--- config.mk ---
export PLATFORM = sky130hd
export DESIGN_NAME = multicycle_control
export DESIGN_NICKNAME = d
export VERILOG_FILES = /design/src/rtl/multicycle_control.sv
export SDC_FILE = /design/constraint.sdc
export NUM_CORES = 1
export LEC_CHECK = 0
export BUFFER_PORTS_ARGS = -buffer_cell sky130_fd_sc_hd__clkbuf_2
export CORE_UTILIZATION = 30
export DETAILED_ROUTE_END_ITERATION = 8
export HOLD_SLACK_MARGIN = 0.15
export PLACE_DENSITY_LB_ADDON = 0.1
export SLEW_MARGIN = 30
export SYNTH_ARGS = -nofsm -noshare
export SYNTH_HDL_FRONTEND = slang
export SYNTH_SLANG_ARGS = --single-unit
--- constraint.sdc ---
create_clock -name clk -period 3 [get_ports clk]
set_clock_uncertainty 0.15 [all_clocks]
set_input_delay 0.45 -clock clk [delete_from_list [all_inputs] [get_ports clk]]
set_output_delay 0.45 -clock clk [all_outputs]
set_load 0.02 [all_outputs]
--- src/rtl/multicycle_control.sv ---
// Multicycle main control FSM for the RV64 datapath: fetch/decode/execute/memory/writeback
// over a shared req/ack memory port, plus a retired-instruction counter.
module multicycle_control #(
    parameter int unsigned CNT_W = 64
) (
    input  logic             clk,
    input  logic             rst_n,
    input  logic [6:0]       opcode,
    input  logic             zero,
    input  logic             mem_ack,
    output logic             mem_req,
    output logic             mem_we,
    output logic             i_or_d,
    output logic             ir_write,
    output logic             pc_write,
    output logic             pc_src,
    output logic [1:0]       alu_op,
    output logic             alu_src_a,
    output logic [1:0]       alu_src_b,
    output logic             reg_write,
    output logic             mem_to_reg,
    output logic             illegal,
    output logic [CNT_W-1:0] instret
);

    localparam logic [6:0] OpR      = 7'b0110011;
    localparam logic [6:0] OpImm    = 7'b0010011;
    localparam logic [6:0] OpLoad   = 7'b0000011;
    localparam logic [6:0] OpStore  = 7'b0100011;
    localparam logic [6:0] OpBranch = 7'b1100011;

    typedef enum logic [3:0] {
        StRst,
        StFetch,
        StDecode,
        StExecR,
        StExecI,
        StWbAlu,
        StMemAddr,
        StMemRd,
        StWbMem,
        StMemWr,
        StBranch,
        StTrap
    } state_e;

    state_e           state_q, state_d;
    logic [CNT_W-1:0] instret_q, instret_d;
    logic             retire;

    always_ff @(posedge clk or negedge rst_n) begin
        if (!rst_n) begin
            state_q   <= StRst;
            instret_q <= '0;
        end else begin
            state_q   <= state_d;
            instret_q <= instret_d;
        end
    end

    always_comb begin
        state_d    = state_q;
        retire     = 1'b0;
        mem_req    = 1'b0;
        mem_we     = 1'b0;
        i_or_d     = 1'b0;
        ir_write   = 1'b0;
        pc_write   = 1'b0;
        pc_src     = 1'b0;
        alu_op     = 2'b00;
        alu_src_a  = 1'b0;
        alu_src_b  = 2'b00;
        reg_write  = 1'b0;
        mem_to_reg = 1'b0;
        illegal    = 1'b0;

        unique case (state_q)
            StRst: state_d = StFetch;

            StFetch: begin
                mem_req   = 1'b1;
                alu_src_b = 2'b01;
                // IR and PC+4 are captured only in the cycle the fetch completes
                if (mem_ack) begin
                    ir_write = 1'b1;
                    pc_write = 1'b1;
                    state_d  = StDecode;
                end
            end

            StDecode: begin
                alu_src_b = 2'b10;
                case (opcode)
                    OpR:              state_d = StExecR;
                    OpImm:            state_d = StExecI;
                    OpLoad, OpStore:  state_d = StMemAddr;
                    OpBranch:         state_d = StBranch;
                    default:          state_d = StTrap;
                endcase
            end

            StExecR: begin
                alu_src_a = 1'b1;
                alu_op    = 2'b10;
                state_d   = StWbAlu;
            end

            StExecI: begin
                alu_src_a = 1'b1;
                alu_src_b = 2'b10;
                state_d   = StWbAlu;
            end

            StWbAlu: begin
                reg_write = 1'b1;
                retire    = 1'b1;
                state_d   = StFetch;
            end

            StMemAddr: begin
                alu_src_a = 1'b1;
                alu_src_b = 2'b10;
                state_d   = (opcode == OpLoad) ? StMemRd : StMemWr;
            end

            StMemRd: begin
                mem_req = 1'b1;
                i_or_d  = 1'b1;
                if (mem_ack) state_d = StWbMem;
            end

            StWbMem: begin
                reg_write  = 1'b1;
                mem_to_reg = 1'b1;
                retire     = 1'b1;
                state_d    = StFetch;
            end

            StMemWr: begin
                mem_req = 1'b1;
                mem_we  = 1'b1;
                i_or_d  = 1'b1;
                if (mem_ack) begin
                    retire  = 1'b1;
                    state_d = StFetch;
                end
            end

            StBranch: begin
                alu_src_a = 1'b1;
                alu_op    = 2'b01;
                pc_src    = 1'b1;
                // Branch target was precomputed into ALUOut during decode
                pc_write  = zero;
                retire    = 1'b1;
                state_d   = StFetch;
            end

            StTrap: illegal = 1'b1;

            default: state_d = StRst;
        endcase
    end

    assign instret_d = retire ? instret_q + CNT_W'(1) : instret_q;
    assign instret   = instret_q;

endmodule

==> metrics.txt, run 1 <==
Ys Warns 0; Core Rows 39; syn_area_per_cell 9.65 sq um; max-slew violations 0; Synth Cell Area 3540 sq um; post-route cell area 4450 sq um; Synth Register Bits 68; Hold Vio Cnt, Final 0; Synth cell types 44; Period minus WS final 2.46 ns; root buffer cell clkbuf_16; Synth area leader dfrtp_1; top_reg_cell synth dfrtp_1; fill count 1164; Core Box Area 11500 sq um; sequential fraction of the synthesis area 48.1%; largest net degree at the start of global routing 69; clk slew on worst S/H paths 0.05 ns; metal3 WL 448 um; CP Capture Type output port; TritonCTS Sinks 68; DP HPWL 6290 um; final worst setup slack 0.538 ns; Fin Setup TNS 0 ns; latest clock arrival within the worst-skew pair 0.33 ns; worst hold path class register to register; multi-input logic area 1740 sq um; io pins 89; Synthesized Nets 379; die span in x 111 um; crit start category register; EDFF count, synth 0; post-layout net count 472; first-pass GRT wire length 15000 um; Initial Utilization 30.9%; critical path class register to output port; PD cells 624 nW/um^2; final worst path period share 82.1%; all-layer global routing usage 15.6%; Synth top area share 48.1%; Final Wtd Congestion 0.801; CTS tree built; Avg WL per Cell 14.7 um; max_cap viols 0; die height 111 um; Max clock buf depth 2; drt total wl 8910 um; commonest non-fill, non-tap cell in the layout clkbuf_2; DRT iter0 DRCs 120; initial antenna violation count 0; count of TritonRoute iterations in the first routing pass 4; Routed Antenna Nets 0; Sequential Area 1700 sq um; Area contributors post-synth dfrtp_1 48%, xor2_1 11%, xnor2_1 4.9%; Setup WS pre-CTS 0.578 ns; M1 wire length 4320 um; Layout area overhead 25.8%; Final Total Pwr 2780 uW; crit path max fanout 13; vias per cell 4.84; Top Layer Used met4; CTS buffer count 9; H-tree levels 3; endpoints failing setup 0; WP data arrival 1.86 ns; met2 wire length 4090 um; die area 12200 sq um; Peak Freq 406 MHz; Congestion Overflow GR 0; most frequent cells in the layout 87 x clkbuf_2, 68 x dfrtp_1, 43 x xor2_1; vias after detailed routing 2940; ant diodes 0; actual slew at the worst max-slew pin 0.579 ns; status finished, final reports clean; placed inst area 4160 sq um; number of global-route vias before repair 2905; RSZ-0062 raised after global routing no; port bufs 88; Crit path required time 2.40 ns; Syn Inst Count 367; layout cells sized above 1 26.0%; Leak 0.00223 uW; asr flop ratio synth 100%; peak supply drop 0.567 mV; relative slew slack 61.3%; DRC viols 0; Post-CTS Setup Bufs 0
## metrics by stage
stage,hold slack (ns),std cells,utilization (%)
2_1_floorplan,0.00441,367,-
3_3_place_gp,0.306,591,36.3
3_5_place_dp,0.308,591,36.3
4_1_cts,0.319,608,38.8
5_1_grt,0.336,608,38.8
6_report,0.314,608,38.8
## path summary, 6_finish.rpt
path,from,to,slack (ns),cells after the start
hold reg to reg,instret[63]$_DFFE_PN0P_,instret[63]$_DFFE_PN0P_,0.31,1
min in group asynchronous,rst_n,state_q[2]$_DFFE_PN0P_,0.51,3
max in group asynchronous,rst_n,instret[1]$_DFFE_PN0P_,1.86,3
setup / recovery,state_q[3]$_DFFE_PN0P_,reg_write,0.54,4
setup reg to reg,instret[0]$_DFFE_PN0P_,instret[58]$_DFFE_PN0P_,0.57,6
hold / removal,instret[63]$_DFFE_PN0P_,instret[63]$_DFFE_PN0P_,0.31,1
## power breakdown
| group | total [uW] | internal, uW | switching [uW] | leakage (uW) |
|---|---|---|---|---|
| combinational | 687 | 257 | 430 | 0.00119 |
| clock | 999 | 627 | 372 | 0.000140 |
| sequential | 1090 | 977 | 117 | 0.000899 |
## repair_timing
action / in CTS / in global routing
endpoints found under the setup margin: 0 / 0
hold endpoints to repair: 68 / 0
gates resized for setup: 0 / 0
hold buffers: 1 / 0
## cell families after synthesis
family	Yosys count	share of synthesized area, %
xor+xnor	63	15.6
compound gates	28	5.76
simple gates	180	26.7
flops	68	48.1
buf+inv	25	2.86
mux	2	0.636
fa+ha+maj	1	0.353
## critical path: stages (launching register included)
cell and delay [ns]:
dfrtp_1 0.58, nand2b_1 0.29, mux2_2 0.34, nor2_1 0.13
clkbuf_2 0.19
## Yosys cell counts, types with 4 or more instances
master,n
and3_1,7
xnor2_1,20
inv_1,12
and2_1,4
nor3_1,30
nand4_1,14
nor4_1,6
xor2_1,43
clkbuf_1,9
nor3b_1,4
nor2_1,36
o2111ai_1,4
nand3_1,19
nand2_1,35
a21oi_1,4
dfrtp_1,68
o21ai_0,6
nand2b_1,5
## metal layers
| layer | GRT usage, % | up-vias |
|---|---|---|
| li1 | - | 1462 |
| met1 | 20.9 | 1404 |
| met2 | 23.6 | 70 |
| met3 | 5.49 | 4 |
| met4 | 4.62 | 0 |
| met5 | 0 | - |
## flip-flops by register name, indices dropped and copies added, names as in the netlist
register and count:
state_q 4, instret 64
## final cells by class
class / instances / share of cell area (%)
clock buffers: 15 / 6.24
clock inverters: 1 / 0.112
inverters: 12 / 1.01
flip-flops and latches: 68 / 38.2
multi-input cells: 274 / 39.0
well taps: 143 / 4.02
repair buffers: 95 / 11.4
(Power assumes the default switching activity.)
==> run 2, diff against run 1 <==
- clock period: 3 -> 2.2 ns (I/O delays scaled with it)
==> metrics.txt, run 2 (synthesis results as in run 1) <==
port bufs 88; Finished Core Util 42.3%; CTS buffer count 9; relative slew slack 62.8%; max reg flops 64; all-layer global routing usage 15.8%; io pins 89; peak supply drop 0.689 mV; commonest non-fill, non-tap cell in the layout clkbuf_2; CP max-delay cell dfrtp_1; critical path, cell by cell buf_4 -> mux2_2 -> nor2_1 -> clkbuf_2; Final Wtd Congestion 0.804; Initial Utilization 30.9%; root buffer cell clkbuf_16; ant diodes 0; first-pass GRT wire length 15200 um; Core Rows 39; crit path max fanout 9; vias after detailed routing 3136; Peak Freq 473 MHz; status finished, final reports clean; largest delay contributor family on the critical path flip-flops; worst hold path class input pin to register; Congestion Overflow GR 0; Routed Antenna Nets 0; endpoints failing setup 0; placed inst area 4480 sq um; post-route cell area 4860 sq um; max incr delay on CP 0.47 ns; die span in x 111 um; post-layout net count 515; Fin Setup TNS 0 ns; DRC viols 0; DRT iter0 DRCs 157; Max clock buf depth 2; initial antenna violation count 0; WP data arrival 1.63 ns; clk slew on worst S/H paths 0.05 ns; H-tree levels 3; fill count 1168; max-slew violations 0; critical path class register to output port; Crit path required time 1.72 ns; Period minus WS final 2.11 ns; Final Total Pwr 4080 uW; Hold Vio Cnt, Final 0; largest net degree at the start of global routing 69; most frequent cells in the layout 86 x clkbuf_2, 62 x dfrtp_1, 46 x buf_4; vias per cell 4.82; Avg WL per Cell 14.2 um; Leak 0.00245 uW; Layout area overhead 37.1%; layout cells sized above 1 34.5%; PD cells 840 nW/um^2; CP Capture Type output port; DP HPWL 6800 um; max_cap viols 0; count of TritonRoute iterations in the first routing pass 4; crit start category register; latest clock arrival within the worst-skew pair 0.33 ns; Core Box Area 11500 sq um; drt total wl 9210 um; die height 111 um; actual slew at the worst max-slew pin 0.556 ns; die area 12200 sq um; Layout Cells excl Fill 650; number of global-route vias before repair 3056; TritonCTS Sinks 68; RSZ-0062 raised after global routing no; CP Buf/Inv Count 2; Cells after DPL 628; final worst path period share 96.0%; CTS tree built
run 2: cell types whose count changed in the layout (fill, tap and decap cells not counted), sizes merged:
cell / delta
buf: +44
clkbuf: -4
bufinv: +1
clkinv: +1
run 2: per-layer routing:
layer  global-route usage [%]  vias to the layer above  wire, um
li1                         -                     1549         -
met1                     21.6                     1499      4510
met2                     23.8                       75      4100
met3                     3.95                       13       453
met4                     6.67                        0       150
met5                        0                        -         0
run 2: timing repair:
action                                  in CTS  in global routing
hold endpoints to repair                    68                  0
hold buffers                                 1                  0
endpoints found under the setup margin       0                 13
resized for setup                            0                  9
setup buffers                                0                  5
run 2: cell type report:
cell class | count | area, sq um | share of cell area, %
clock buffer | 12 | 246 | 5.08
clock inverter | 3 | 40.0 | 0.825
inverter | 12 | 45.0 | 0.928
multi-input combinational | 274 | 1800 | 37.0
sequential | 68 | 1710 | 35.2
tap | 143 | 179 | 3.68
timing repair buffer | 138 | 838 | 17.3
run 2: path summary, 6_finish.rpt:
| check | slack (ns) | start | endpoint | cells after the start |
|---|---|---|---|---|
| worst max-delay path | 0.09 | state_q[0]$_DFFE_PN0P_ | reg_write | 4 |
| worst min-delay path | 0.26 | opcode[6] | state_q[3]$_DFFE_PN0P_ | 4 |
| worst max register to register | 0.10 | instret[40]$_DFFE_PN0P_ | instret[50]$_DFFE_PN0P_ | 5 |
| worst min register to register | 0.32 | instret[63]$_DFFE_PN0P_ | instret[63]$_DFFE_PN0P_ | 1 |
| max in group asynchronous | 1.17 | rst_n | instret[34]$_DFFE_PN0P_ | 3 |
| min in group asynchronous | 0.39 | rst_n | state_q[2]$_DFFE_PN0P_ | 3 |
run 2: metrics by stage:
step                hold slack (ns)  setup WS [ns]
CTS                           0.249         0.0204
floorplan                    -0.116        -0.0191
global route                  0.272        0.00226
global placement              0.248          0.103
finish                        0.256         0.0879
detailed placement            0.244         0.0651
run 2: tightest hold or removal path, stage by stage:
cell	delay, ns
clkbuf_2	0.11
nor2_1	0.06
nand2_1	0.06
a22o_1	0.14
run 2: report_power, final:
part           switching [uW]  leakage, uW  internal, uW  total [uW]
registers                72.2     0.000892          1330        1410
logic                     745      0.00142           506        1250
clock network             522     0.000142           898        1420
total                    1340      0.00245          2740        4080
